===== config.mk =====
export PLATFORM = sky130hd
export DESIGN_NAME = imem_loader
export DESIGN_NICKNAME = d
export VERILOG_FILES = /design/src/rtl/imem_loader.sv
export SDC_FILE = /design/constraint.sdc
export NUM_CORES = 1
export LEC_CHECK = 0
export ABC_CLOCK_PERIOD_IN_PS = 1650
export CAP_MARGIN = 40
export CORE_MARGIN = 3
export CORE_UTILIZATION = 30
export CTS_BUF_LIST = sky130_fd_sc_hd__clkbuf_8 sky130_fd_sc_hd__clkbuf_16
export DETAILED_ROUTE_END_ITERATION = 16
export GPL_TIMING_DRIVEN = 0
export MAX_ROUTING_LAYER = met4
export PLACE_DENSITY = 0.53
export SLEW_MARGIN = 20
export SYNTH_ARGS = -nofsm -noshare
export SYNTH_HDL_FRONTEND = slang
export SYNTH_SLANG_ARGS = --single-unit

===== constraint.sdc =====
create_clock -name clk -period 1.65 [get_ports clk]
set_input_delay 0.165 -clock clk [delete_from_list [all_inputs] [get_ports clk]]
set_output_delay 0.165 -clock clk [all_outputs]
set_load 0.02 [all_outputs]

===== src/rtl/imem_loader.sv =====
// imem_loader: framed byte-stream loader for the instruction memory.
// Packs bytes into 32-bit words, writes them to imem, holds cpu_rst until done.
//
// Ports:
//   clk, rst        clock; synchronous active-low reset
//   start           one-cycle pulse, begins a load from IDLE/DONE/ERR
//   in_valid/ready  byte-stream handshake, in_data carries the byte
//   imem_we/addr/wdata  instruction-memory write port (one strobe per word)
//   cpu_rst         active-high pipeline reset, low only in DONE
//   busy/done/error load status (error only in checksum builds)
//
// Build option: define IMEM_LOADER_CHECKSUM_EN to append and verify an XOR
// checksum byte after the last word. Without it error is tied low.

module imem_loader #(
   parameter int unsigned       ADDR_W    = 8,
   parameter logic [ADDR_W-1:0] BASE_ADDR = '0
) (
   input  logic              clk,
   input  logic              rst,
   input  logic              start,
   input  logic              in_valid,
   input  logic [7:0]        in_data,
   output logic              in_ready,
   output logic              imem_we,
   output logic [ADDR_W-1:0] imem_addr,
   output logic [31:0]       imem_wdata,
   output logic              cpu_rst,
   output logic              busy,
   output logic              done,
   output logic              error
);

   // LAST covers the cycle where the final word is being written in
   // non-checksum builds; DONE follows it so cpu_rst never drops early.
   typedef enum logic [2:0] {
      IDLE,
      COUNT,
      DATA,
`ifdef IMEM_LOADER_CHECKSUM_EN
      CHECK,
      ERR,
`else
      LAST,
`endif
      DONE
   } state_t;

   state_t            state;
   state_t            stateNxt;
   logic              accept;
   logic              wordEnd;
   logic              lastWord;
   logic              startLoad;
   logic [1:0]        byteIdx;
   logic [23:0]       shiftReg;
   logic [8:0]        wordsLeft;
   logic [ADDR_W-1:0] writeAddr;
`ifdef IMEM_LOADER_CHECKSUM_EN
   logic [7:0]        csum;
`endif

   assign accept   = in_valid && in_ready;
   assign wordEnd  = accept && (state == DATA) && (byteIdx == 2'd3);
   assign lastWord = (wordsLeft == 9'd1);

   // COUNT is only ever entered through an accepted start.
   assign startLoad = (stateNxt == COUNT) && (state != COUNT);

   always_comb begin
      stateNxt = state;
      unique case (state)
         IDLE, DONE: begin
            if (start) stateNxt = COUNT;
         end
         COUNT: begin
            if (accept) stateNxt = DATA;
         end
         DATA: begin
            if (wordEnd && lastWord) begin
`ifdef IMEM_LOADER_CHECKSUM_EN
               stateNxt = CHECK;
`else
               stateNxt = LAST;
`endif
            end
         end
`ifdef IMEM_LOADER_CHECKSUM_EN
         CHECK: begin
            if (accept) stateNxt = (in_data == csum) ? DONE : ERR;
         end
         ERR: begin
            if (start) stateNxt = COUNT;
         end
`else
         LAST: begin
            stateNxt = DONE;
         end
`endif
         default: stateNxt = IDLE;
      endcase
   end

   always_ff @(posedge clk) begin
      if (!rst) begin
         state      <= IDLE;
         in_ready   <= 1'b0;
         imem_we    <= 1'b0;
         imem_addr  <= BASE_ADDR;
         imem_wdata <= 32'h0;
         cpu_rst    <= 1'b1;
         busy       <= 1'b0;
         done       <= 1'b0;
         byteIdx    <= 2'd0;
         shiftReg   <= 24'h0;
         wordsLeft  <= 9'd0;
         writeAddr  <= BASE_ADDR;
`ifdef IMEM_LOADER_CHECKSUM_EN
         csum       <= 8'h00;
         error      <= 1'b0;
`endif
      end else begin
         state   <= stateNxt;
         done    <= (stateNxt == DONE);
         cpu_rst <= (stateNxt != DONE);
         imem_we <= wordEnd;
`ifdef IMEM_LOADER_CHECKSUM_EN
         error    <= (stateNxt == ERR);
         in_ready <= (stateNxt == COUNT) || (stateNxt == DATA) ||
                     (stateNxt == CHECK);
         busy     <= (stateNxt == COUNT) || (stateNxt == DATA) ||
                     (stateNxt == CHECK);
`else
         in_ready <= (stateNxt == COUNT) || (stateNxt == DATA);
         busy     <= (stateNxt == COUNT) || (stateNxt == DATA) ||
                     (stateNxt == LAST);
`endif

         if (startLoad) begin
            byteIdx   <= 2'd0;
            writeAddr <= BASE_ADDR;
            imem_addr <= BASE_ADDR;
`ifdef IMEM_LOADER_CHECKSUM_EN
            csum      <= 8'h00;
`endif
         end

`ifdef IMEM_LOADER_CHECKSUM_EN
         if (accept && ((state == COUNT) || (state == DATA))) begin
            csum <= csum ^ in_data;
         end
`endif

         // A count of zero stands for a full 256-word image.
         if (accept && (state == COUNT)) begin
            wordsLeft <= (in_data == 8'd0) ? 9'd256 : {1'b0, in_data};
         end

         // Bytes arrive LSB first, so shift in from the top.
         if (accept && (state == DATA)) begin
            byteIdx  <= byteIdx + 2'd1;
            shiftReg <= {in_data, shiftReg[23:8]};
         end

         // Address/data are registered with the strobe and then held,
         // while writeAddr already points at the next slot.
         if (wordEnd) begin
            imem_wdata <= {in_data, shiftReg};
            imem_addr  <= writeAddr;
            writeAddr  <= writeAddr + 1'b1;
            wordsLeft  <= wordsLeft - 9'd1;
         end
      end
   end

`ifndef IMEM_LOADER_CHECKSUM_EN
   assign error = 1'b0;
`endif

endmodule


-- Word level (Yosys, flattened, before mapping)
Cells that the tools add are included.
- equality and inequality tests: 12
- add/subtract/negate cells: 3
- reduce and logical (&&, ||, !) cells: 14
- muxes and demuxes: 12
- operators with widths (operator ; count):
    9-bit two-way mux ; 3
    8-bit two-way mux ; 3
    3-bit by 2-bit equality test with 1-bit output, second input constant ; 4
    3-bit one-hot mux with 4 select lines ; 1
    9-bit by 1-bit equality test with 1-bit output, second input constant ; 1
    3-bit two-way mux ; 3
    9-bit by 1-bit subtractor with 9-bit output, second input constant ; 1
    8-bit by 1-bit adder with 8-bit output, second input constant ; 1
    8-bit logical NOT ; 1
    3-bit by 1-bit equality test with 1-bit output, second input constant ; 2
    3-bit equality test, second input constant ; 2
    1-bit logical AND ; 6
    2-bit nonzero test ; 3
    2-bit two-way mux ; 2
    3-bit logical NOT ; 1
    3-bit by 1-bit inequality test with 1-bit output, second input constant ; 1
    3-bit inequality test, second input constant ; 1
    2-bit by 1-bit adder with 2-bit output, second input constant ; 1
    2-bit equality test, second input constant ; 1
    1-bit logical OR ; 2
    2-bit OR reduction ; 1
- logic and storage cells: 53
- output and inout port bits: 46
- flip-flop bits (word level): 91

-- Depth between registers and ports, before layout
- depth after elaboration: 10
- gate-level depth with buffers: 8

-- Worst setup path before layout
No wires, ideal clock.
- path kind: register to register
- from: register wordsLeft[2]
- to: register wordsLeft[7]
- period minus slack after synthesis: 1828 ps
- slack: -178 ps
- library setup time: 74 ps
- path buffers: 0
- stages on the path, launching flop included: 5
- arrival: 1753 ps
- cells stage by stage: dfxtp_1 > or4_4 > or2_4 > or4_1 > a31oi_1
- word-level cells in the longest chain between the ends: 2
- ends and longest elaborated chain (what ; RTL line ; RTL):
    from (decl) ; 57 ; logic [8:0] wordsLeft;
    from (signal assigned) ; 156 ; wordsLeft <= (in_data == 8'd0) ? 9'd256 : {1'b0, in_data};
    from (signal assigned) ; 171 ; wordsLeft <= wordsLeft - 9'd1;
    9-bit by 1-bit subtractor with 9-bit output ; 171 ;
    9-bit two-way mux ; 167 ; if (wordEnd) begin
Every way passes these cells.
A chain may end at the register's enable or synchronous reset.

-- Worst setup path in the final report
- from: register wordsLeft[3]
- to: register wordsLeft[7]
Same word-level chain as after synthesis.

==> results.txt <==
The number of maximum-capacitance constraint violations is 0. The worst slew margin relative to its limit is 0.630. The count of warnings emitted by yosys came out at 0. The number of buffers created by CTS came out at 9.

The clock network latency to the later pin of the worst-skew pair is approximately 0.34 ns. The global-route wire length before repair came out at 15700 µm. A synthesized cell averages just over 8 µm². The startpoint-to-endpoint class of the critical path is flip-flop to flip-flop.

In the final design database the tool counted 517 nets. The total number of placement rows is 38. The final max-slew violation count was 0. The minimum clock period after layout is 1.77 ns. In the final layout, flip-flops and latches occupy between 1500 and 2000 µm². The number of fill cells is 1114.

The H-tree depth came out at 3. Yosys instantiated no cell more often than sky130_fd_sc_hd__nand2_1. The length of the first detailed-routing pass in iterations is 4.

The part of the Yosys area used for sequential elements came out at 0.526. The number of different library cells used by synthesis comes to a little over 40. The largest net degree at the start of global routing came out at 17.

The congestion estimate from routability-driven global placement came to 0.788. The capturing element type of the critical path is a flip-flop. The flow ran to the end, but the final reports show violations. The port buffer count came out at 55. The detailed placement HPWL is about 6300 µm. The area of combinational cells with multiple inputs came out at 1680 µm². The number of nets produced by synthesis came out at 433. The worst vdd rail ir drop came out at 0.000522 V. The region available for standard cell placement spans 11100 µm². The end of the worst register-to-register path is wordsLeft[7].

The number of clock sinks is 91. The checks that failed: setup timing. The clock-pin slew on the worst setup and hold paths came out at 0.07 ns. The register-to-register setup slack came out at -0.12 ns.

The min-delay analysis places its worst path in the category input port to flip-flop. The CTS tree is done. The startpoint kind of the worst setup timing path is a flip-flop.

The gate count after technology mapping is around 420. The via count of the first global-routing pass is approximately 3200. In the final routed layout, each cell accounts on average for 14.8 µm. The commonest cells after synthesis are sky130_fd_sc_hd__nand2_1, sky130_fd_sc_hd__dfxtp_1, sky130_fd_sc_hd__a21oi_1. The fraction of final layout cells with drive strength greater than 1 is 0.168. Sorting the synthesized cells by area gives the leading types as sky130_fd_sc_hd__dfxtp_1, sky130_fd_sc_hd__nand2_1, sky130_fd_sc_hd__a21oi_1. The critical path starts at wordsLeft[3]. The maximum clock path buffer count came out at 2. The routed via count came out at ~3200.

The number of top-level pins came out at 58. The total power consumption of the routed design is 4590 µW. At the worst endpoint, the required time is 1.92 ns. The critical path ends at wordsLeft[7].

The count of flip-flops with a built-in enable after synthesis came out at 0. In this run the power density over the cells is slightly above 900 nW/µm². The overall die area is 12900 µm². Setup violations remaining at the end of the flow were counted as 3. The final worst-path setup slack came out at -0.116 ns. In the final timing run, aggregate negative setup slack is -0.251 ns.

The chip height came out at between 100 and 150 µm. The initial antenna violation count came to 0. For this run, the top clock speed supported by timing is approximately 570 MHz. The sum of overflow across all layers after global routing came out at 0. The data arrival time of the critical path came out at 2.03 ns. The first-iteration detailed-routing DRC count is roughly 200. The area share of the largest cell type after synthesis came out at 0.526. The number of diodes is 0. The post-route clock period utilization is 1.07. The total count of hold-check failures in the final report came out at 0. The initial core utilization came out at 0.313.

The most used flip-flop cell after synthesis is sky130_fd_sc_hd__dfxtp_1. The depth of the worst register-to-register path came out at 4. The async set or reset register ratio after synthesis came out at 0. The combined global-route utilization of all metal layers is 0.155. The leakage dissipation is 0.00172 µW.

The routed wire length came out at 9580 µm. The biggest fanout along the worst timing path came out at 6. In this run the horizontal extent of the chip is about 110 µm. The cell at the root of the clock tree is sky130_fd_sc_hd__clkbuf_16. The worst flop-to-flop path startpoint is wordsLeft[3]. The area growth from synthesis to layout is 43.2%. Clock skew on the completed layout was measured at 0.0118 ns. The synthesized cell area came out at approximately 3500 µm². Counting flops and latches in the post-synthesis netlist gives 91. sky130_fd_sc_hd__dfxtp_1 takes more of the synthesized area than any other cell. The detail-routed via count per cell came out at a little under 5.

The number of nets with antenna violations after detailed routing is 0. The DRC violation count after routing is 0. Setup repair after global routing could not meet its margin everywhere. The transition time at the pin with the least slew margin came out at approximately 0.55 ns.
==> power breakdown <==
group | switching (µW) | internal (µW) | total [µW]
combinational | 140 | 103 | 243
clock | 901 | 1230 | 2130
sequential | 11.2 | 2210 | 2220
==> sequential cells by signal, indices dropped and copies added (netlist names) <==
signal and count:
busy 1, imem_we 1, done 1, cpu_rst 1
imem_addr 8, state 3, writeAddr 8, in_ready 1
imem_wdata 32, shiftReg 24, wordsLeft 9, byteIdx 2
==> placed cells by master (no fill, tap or decap), types with 3 or more instances in the layout <==
cell / Yosys / final
sky130_fd_sc_hd__clkbuf_1: 26 / 9
sky130_fd_sc_hd__clkdlybuf4s50_1: 0 / 55
sky130_fd_sc_hd__clkbuf_2: 0 / 5
sky130_fd_sc_hd__clkinv_4: 0 / 3
sky130_fd_sc_hd__a22o_1: 10 / 10
sky130_fd_sc_hd__nand3_1: 9 / 8
sky130_fd_sc_hd__inv_1: 6 / 6
sky130_fd_sc_hd__o21a_1: 5 / 5
sky130_fd_sc_hd__clkbuf_8: 0 / 4
sky130_fd_sc_hd__dfxtp_1: 91 / 84
sky130_fd_sc_hd__nor3_1: 6 / 5
sky130_fd_sc_hd__dfxtp_2: 0 / 5
sky130_fd_sc_hd__buf_4: 1 / 18
sky130_fd_sc_hd__a21oi_1: 75 / 71
sky130_fd_sc_hd__ha_1: 4 / 3
sky130_fd_sc_hd__nand2_1: 120 / 119
sky130_fd_sc_hd__and3_1: 3 / 3
sky130_fd_sc_hd__nor2_1: 10 / 9
sky130_fd_sc_hd__buf_6: 0 / 6
sky130_fd_sc_hd__clkbuf_16: 0 / 10
sky130_fd_sc_hd__a21oi_2: 0 / 3
sky130_fd_sc_hd__a211oi_1: 5 / 4
sky130_fd_sc_hd__nor4_1: 5 / 3
==> cell type report <==
type | count | share of cell area
clock buffers | 10 | 0.0482
flip-flops and latches | 91 | 0.370
multi-input cells | 292 | 0.339
plain buffers | 25 | 0.0381
inverters | 6 | 0.00454
repair buffers | 76 | 0.151
well taps | 140 | 0.0353
clock inverters | 6 | 0.0146
==> through the flow <==
stage / setup WS (ns) / hold slack (ns) / utilization / cells / instance area [µm²]
finish: -0.116 / 0.241 / 0.448 / 646 / 4960
global route: -0.160 / 0.284 / 0.448 / 646 / 4960
CTS: -0.106 / 0.250 / 0.435 / 643 / 4820
detailed placement: -0.762 / 0.446 / 0.380 / 612 / 4210
global placement: -0.721 / 0.442 / 0.380 / 612 / 4210
floorplan: -0.0498 / 0.301 / - / 417 / 3480
==> worst min-delay path by stage <==
| stage | slack [ns] | end | cells after the start | startpoint |
|---|---|---|---|---|
| after floorplan | 0.30 | shiftReg[16] | 2 | in_data[0] |
| after global placement | 0.44 | imem_wdata[27] | 2 | imem_wdata[27] |
| after detailed placement | 0.45 | imem_wdata[3] | 2 | imem_wdata[3] |
| after CTS | 0.25 | byteIdx[0] | 2 | rst |
| after global routing | 0.28 | state[1] | 2 | rst |
| final | 0.24 | state[1] | 2 | rst |
==> logic make-up (layout without fill, tap and decap cells) <==
logic type	Yosys count	in the layout	synth area share
adder cells (fa/ha/maj)	4	4	0.0144
AO/OA/AOI/OAI	112	112	0.195
AND/OR/NAND/NOR	174	174	0.222
buffers and inverters	34	123	0.0383
flip-flops	91	91	0.526
multiplexers	1	1	0.00289
other	1	1	0.00108
==> timing repair <==
| action | CTS | global route |
|---|---|---|
| endpoints found under the setup margin | 86 | 68 |
| cloned | 1 | 1 |
| gates resized for setup | 51 | 36 |
| setup buffers | 16 | 4 |
| hold buffers | 0 | 0 |
| pin swaps | 10 | 11 |
==> worst max-delay path, cell delays in order, from the launching register on <==
cell	delay [ns]
sky130_fd_sc_hd__dfxtp_2	0.32
sky130_fd_sc_hd__or4_4	0.53
sky130_fd_sc_hd__or2_4	0.28
sky130_fd_sc_hd__or4_1	0.40
sky130_fd_sc_hd__a31oi_1	0.16
==> layer usage <==
| metal | track usage | wire length [µm] | vias to the layer above | part of all wire |
|---|---|---|---|---|
| met5 | - | 0 | - | 0 |
| met4 | 0.0497 | 140 | 0 | 0.015 |
| met3 | 0.0271 | 499 | 11 | 0.052 |
| met2 | 0.234 | 4310 | 87 | 0.45 |
| met1 | 0.212 | 4640 | 1507 | 0.48 |
| li1 | - | - | 1600 | - |
Power figures use the tool's default switching activity.
